File: src/rtl/counter_hex_display.sv
// counter_hex_display
//   Up/down binary counter with synchronous load, optional modulus and
//   wrap-or-saturate behaviour, plus a registered active-low seven-segment
//   encoding of every hex nibble of the count.
//
// Parameters
//   WIDTH    counter width in bits (1..32)
//   MODULUS  0 -> range 0..2^WIDTH-1, else range 0..MODULUS-1 (2..2^WIDTH)
//   WRAP     1 -> wrap at range ends, 0 -> saturate at range ends
//
// Ports
//   clk       in   rising-edge clock
//   aclr      in   synchronous active-high clear (highest priority)
//   en        in   count enable
//   up        in   1 = increment, 0 = decrement
//   load      in   synchronous load strobe (beats en)
//   load_val  in   [WIDTH-1:0] value to load, clamped to the range maximum
//   count     out  [WIDTH-1:0] registered count
//   tc        out  terminal count: the next enabled edge wraps or saturates
//   hex       out  [7*DIGITS-1:0] registered segments, digit k at
//                  hex[7k+6:7k], bit 7k+6 = segment a, bit 7k = segment g
//
// Build option
//   HEX_BLANK_EN  when defined, leading-zero digits above digit 0 are dark.

module counter_hex_display #(
  parameter int     WIDTH   = 16,
  parameter longint MODULUS = 0,
  parameter bit     WRAP    = 1'b1
) (
  input  logic                              clk,
  input  logic                              aclr,
  input  logic                              en,
  input  logic                              up,
  input  logic                              load,
  input  logic [WIDTH-1:0]                  load_val,
  output logic [WIDTH-1:0]                  count,
  output logic                              tc,
  output logic [7*((WIDTH+3)/4)-1:0]        hex
);

  localparam int DIGITS = (WIDTH + 3) / 4;

  // Range compare is done one bit wider than the counter so that
  // MODULUS = 2^WIDTH yields MAX = 2^WIDTH-1 without overflow.
  localparam logic [WIDTH:0] MAX_E = (MODULUS == 0) ? {1'b0, {WIDTH{1'b1}}}
                                                    : (WIDTH+1)'(MODULUS - 1);
  localparam logic [WIDTH-1:0] MAX   = MAX_E[WIDTH-1:0];
  localparam logic [WIDTH:0]   ONE_E = {{WIDTH{1'b0}}, 1'b1};
  localparam logic [WIDTH-1:0] ONE   = ONE_E[WIDTH-1:0];

  logic [WIDTH-1:0]        count_q, count_d;
  logic [7*DIGITS-1:0]     hex_q, hex_d;
  logic [WIDTH:0]          count_e;
  logic [WIDTH:0]          inc_e;
  logic [WIDTH:0]          load_e;
  logic                    at_max;
  logic                    at_zero;

  // Active-low segment pattern for one nibble, order a..g (a is MSB).
  function automatic logic [6:0] seg7(input logic [3:0] nib);
    logic [6:0] s;
    case (nib)
      4'h0: s = 7'b0000001;
      4'h1: s = 7'b1001111;
      4'h2: s = 7'b0010010;
      4'h3: s = 7'b0000110;
      4'h4: s = 7'b1001100;
      4'h5: s = 7'b0100100;
      4'h6: s = 7'b0100000;
      4'h7: s = 7'b0001111;
      4'h8: s = 7'b0000000;
      4'h9: s = 7'b0000100;
      4'hA: s = 7'b0001000;
      4'hB: s = 7'b1100000;
      4'hC: s = 7'b0110001;
      4'hD: s = 7'b1000010;
      4'hE: s = 7'b0110000;
      default: s = 7'b0111000;
    endcase
    return s;
  endfunction

  // Encode the whole count; the top nibble is zero-extended when WIDTH
  // is not a multiple of four.
  function automatic logic [7*DIGITS-1:0] encode(input logic [WIDTH-1:0] v);
    logic [4*DIGITS-1:0] padded;
    logic [7*DIGITS-1:0] r;
    padded = '0;
    padded[WIDTH-1:0] = v;
    r = '0;
    for (int k = 0; k < DIGITS; k++) begin
      r[7*k +: 7] = seg7(padded[4*k +: 4]);
`ifdef HEX_BLANK_EN
      // A digit goes dark when it and every digit above it are zero.
      if (k > 0 && (padded >> (4*k)) == '0) begin
        r[7*k +: 7] = 7'b1111111;
      end
`endif
    end
    return r;
  endfunction

  assign count_e = {1'b0, count_q};
  assign inc_e   = count_e + ONE_E;
  assign load_e  = {1'b0, load_val};
  assign at_max  = (count_e == MAX_E);
  assign at_zero = (count_q == '0);

  always_comb begin
    count_d = count_q;
    if (load) begin
      count_d = (load_e > MAX_E) ? MAX : load_val;
    end else if (en) begin
      if (up) begin
        if (at_max) begin
          count_d = WRAP ? '0 : MAX;
        end else begin
          count_d = inc_e[WIDTH-1:0];
        end
      end else begin
        if (at_zero) begin
          count_d = WRAP ? MAX : '0;
        end else begin
          count_d = count_q - ONE;
        end
      end
    end
  end

  // Display tracks the post-update count so it never lags count.
  assign hex_d = encode(count_d);

  always_ff @(posedge clk) begin
    if (aclr) begin
      count_q <= '0;
      hex_q   <= encode('0);
    end else begin
      count_q <= count_d;
      hex_q   <= hex_d;
    end
  end

  // Clear and load both preempt counting, so no terminal event is pending.
  assign tc    = en & ~aclr & ~load & ((up & at_max) | (~up & at_zero));
  assign count = count_q;
  assign hex   = hex_q;

endmodule

File: config.mk
export PLATFORM = sky130hd
export DESIGN_NAME = counter_hex_display
export DESIGN_NICKNAME = d
export VERILOG_FILES = /design/src/rtl/counter_hex_display.sv
export SDC_FILE = /design/constraint.sdc
export NUM_CORES = 1
export LEC_CHECK = 0
export ABC_AREA = 1
export BUFFER_PORTS_ARGS = -buffer_cell sky130_fd_sc_hd__buf_4
export CAP_MARGIN = 10
export CORE_ASPECT_RATIO = 0.8
export CORE_MARGIN = 4
export CORE_UTILIZATION = 23
export CTS_CLUSTER_DIAMETER = 150
export DETAILED_ROUTE_END_ITERATION = 10
export GPL_ROUTABILITY_DRIVEN = 0
export GPL_TIMING_DRIVEN = 0
export SLEW_MARGIN = 0
export SYNTH_ARGS = -nofsm -noshare
export SYNTH_HDL_FRONTEND = slang
export SYNTH_SLANG_ARGS = --single-unit
File: constraint.sdc
create_clock -name clk -period 2.5 [get_ports clk]
set_input_delay 0.5 -clock clk [delete_from_list [all_inputs] [get_ports clk]]
set_output_delay 0.5 -clock clk [all_outputs]
set_load 0.02 [all_outputs]
==> impl_metrics.tcl <==
set metrics [dict create \
    reg2reg_setup_slack_ps 150 \
    area_growth_pct 28.0 \
    worstPathArrival_ps 2530 \
    antenna_cells 0 \
    post-route-util_pct 30.1 \
    end_kind "flop" \
    ir_drop_v 0.000298 \
    wire_per_inst_um 13.4 \
    yosysTopAreaCellShare_pct 24.8 \
    initial_core_util_pct 23.5 \
    fillCellCount 1702 \
    synth-edff-count 0 \
    r2r-start "count[0]" \
    max_slew_margin_pct 44.7 \
    cts_tree "built" \
    async_reset_ff_share_pct 0 \
    power_switching_w 0.000865 \
    yosysMostFrequentCell "nand2_1" \
    synth_warnings 0 \
    clockBufferDepth 2 \
    setup_viol 0 \
    synth_cell_types 35 \
    viasPerCell 4.47 \
    ys.flop_type "dfxtp_1" \
    critPathMaxFanout 6 \
    tns_ps 0 \
    fin_ws_ps 151 \
    final_nets 688 \
    required_ps 2690 \
    grt_pass1_wl_mm 18.6 \
    dieWidth_um 147 \
    antenna_found_initial 0 \
    die_h_um 119 \
    dieArea_um2 17500 \
    worstSetupPathType "flop to flop" \
    ctsRootBufferMaster "clkbuf_16" \
    yosys-top-cells-area "dfxtp_1 25%, nand2_1 19%, nand3_1 8.6%, ha_1 8.1%, nor2_1 6.9%" \
    pre_cts_ws_ps -185 \
    clkLatencyLatePin_ps 290 \
    vias 3826 \
    worstRegToRegCells 17 \
    synthCells 571 \
    cts_max_level 2 \
    rsz0062_at_grt "yes" \
    r2r-end "hex[13]" \
    critPathTopFamily "simple AND/OR/NAND/NOR gates" \
    leakage_nw 2.21 \
    hold_buffers 0 \
    worst_pin_slew_ps 829 \
    critPathCapture "hex[13]" \
    drive_gt1_share_pct 26.2 \
    io_buffers 62 \
    grt_overflow 0 \
    crit_path_max_incr_delay_ps 370 \
    design_area_um2 4540 \
    status "finished, final reports clean" \
    skew_ps 8.79 \
    crit_cells 17 \
    internal_power_w 0.00148 \
    power_w 0.00234 \
    clock_sinks 44 \
    seq_power_share_pct 34.6 \
    cpMostUsedCell "nand2_1" \
    yosysTopAreaCell "dfxtp_1" \
    dpl_cell_area_um2 4280 \
    grt_max_degree 14 \
    cts_buffers 5 \
    period_share_pct 94.0 \
    avgSynthCellArea_um2 6.21 \
    layout_min_cycle_time_ps 2350 \
    synth-seq-cells 44 \
    hold_violations 0 \
    comb_power_share_pct 36.4 \
    row_count 40 \
    ant_nets 0 \
    worstPathCellList "inv_2, ha_2, nand2_4, nor2_2, nand2_2, buf_4, nand4_1, nand2_1, nand2_1, nand2_1, nand2_2, inv_1, ha_1, inv_1, nand2_1, o21ai_0, o21ai_1" \
    p_sw_share_pct 36.9 \
    maxCapViolations 0 \
    hpwl_mm 8.72 \
    core-area_um2 15100 \
    cpMaxStageDelayCell "dfxtp_4" \
    wirelength_mm 11.4 \
    first_pass_iters 5 \
    worstSetupStartpointType "flop" \
    synth_common_cells "176 x nand2_1, 65 x nor2_1, 61 x nand3_1, 44 x dfxtp_1, 43 x inv_1" \
    drc 0 \
    hp-class "input pin to flop" \
    p_clk_share_pct 29.0 \
    synth.net_count 615 \
    path_buf_inv 4 \
    synth_area_um2 3550 \
    clk_pin_slew_ps 60 \
    track_usage_pct 13.1 \
    drt_iter0_drc 322 \
    grt_pass1_vias 3647 \
    drv_slew 0 \
    fmax_mhz 426 \
    cellPowerDensity_nw_per_um2 515 \
    ys_seq_area_share_pct 24.8 \
    io_pins 66 \
    crit_start "count[0]" \
]
[power groups by stage]
stage	Sequential [W]	Clock (W)	Combinational [W]
floorplan	0.000902	0	0.000483
global placement	0.000826	0	0.000827
detailed placement	0.000825	0	0.000829
CTS	0.000810	0.000702	0.000834
global route	0.000818	0.000727	0.000949
finish	0.000809	0.000679	0.000853
[cell usage in the layout, fill, tap and decap left out, drive strengths merged]
cell	instances
o211ai	1
o22ai	1
xor2	4
nand4	17
nand2	199
o21ai	25
o31ai	1
clkinv	4
clkinvlp	1
a21oi	27
inv	50
a21boi	2
buf	84
nor3	1
ha	23
clkbuf	13
dfxtp	44
o2111a	1
nor2	78
and3	1
or2	5
nand3	63
[per-stage QoR]
step                cells  hold WS (ps)
floorplan             571           668
global placement      843           788
detailed placement    843           796
CTS                   852           490
global route          855           522
finish                855           504
[per-layer routing]
metal  global-route usage (%)  wire length, µm  vias up
met1                     18.5             5560     1711
met2                     19.8             4750      125
li1                         -                -     1975
met3                     3.35              904       15
met5                        0                0        -
met4                     3.58              206        0
[registers in the layout, summed over array words and instances (netlist names)]
name   cells
hex       28
count     16
[final cells by class]
type / count / area, µm² / share of cell area, %
multi-input combinational: 449 / 2380 / 52.5
clock inverter: 1 / 7.51 / 0.165
buffer: 24 / 146 / 3.22
inverter: 54 / 211 / 4.66
timing repair buffer: 66 / 495 / 10.9
clock buffer: 7 / 143 / 3.14
tap: 210 / 263 / 5.79
sequential: 44 / 891 / 19.6
[worst min-delay path, cell delays in order]
cell     delay (ps)
buf_4            80
o21ai_2          90
nor2_1           90
[kinds of logic (layout without fill, tap and decap cells)]
family | after synthesis | in the layout | share of synthesized area (%)
XOR/XNOR | 4 | 4 | 0.988
buffers and inverters | 78 | 152 | 10.0
AO/OA/AOI/OAI | 58 | 58 | 9.42
adder cells (fa/ha/maj) | 23 | 23 | 8.11
flip-flops | 44 | 44 | 24.8
AND/OR/NAND/NOR | 364 | 364 | 46.6
[repair_timing]
item                       CTS  global route
setup endpoints to repair   15            28
resized for setup            3            27
buffers inserted             1             3
pin swaps                    1             4
hold endpoints to repair     0             0
[worst min-delay path by stage]
stage | from | to | slack [ps] | cells past startpoint
finish | load_val[1] | count[1] | 500 | 3
global placement | load_val[1] | count[1] | 790 | 3
floorplan | load_val[1] | count[1] | 670 | 2
global route | load_val[1] | count[1] | 520 | 3
detailed placement | load_val[1] | count[1] | 800 | 3
CTS | load_val[1] | count[1] | 490 | 3
Power figures use the tool's default switching activity.
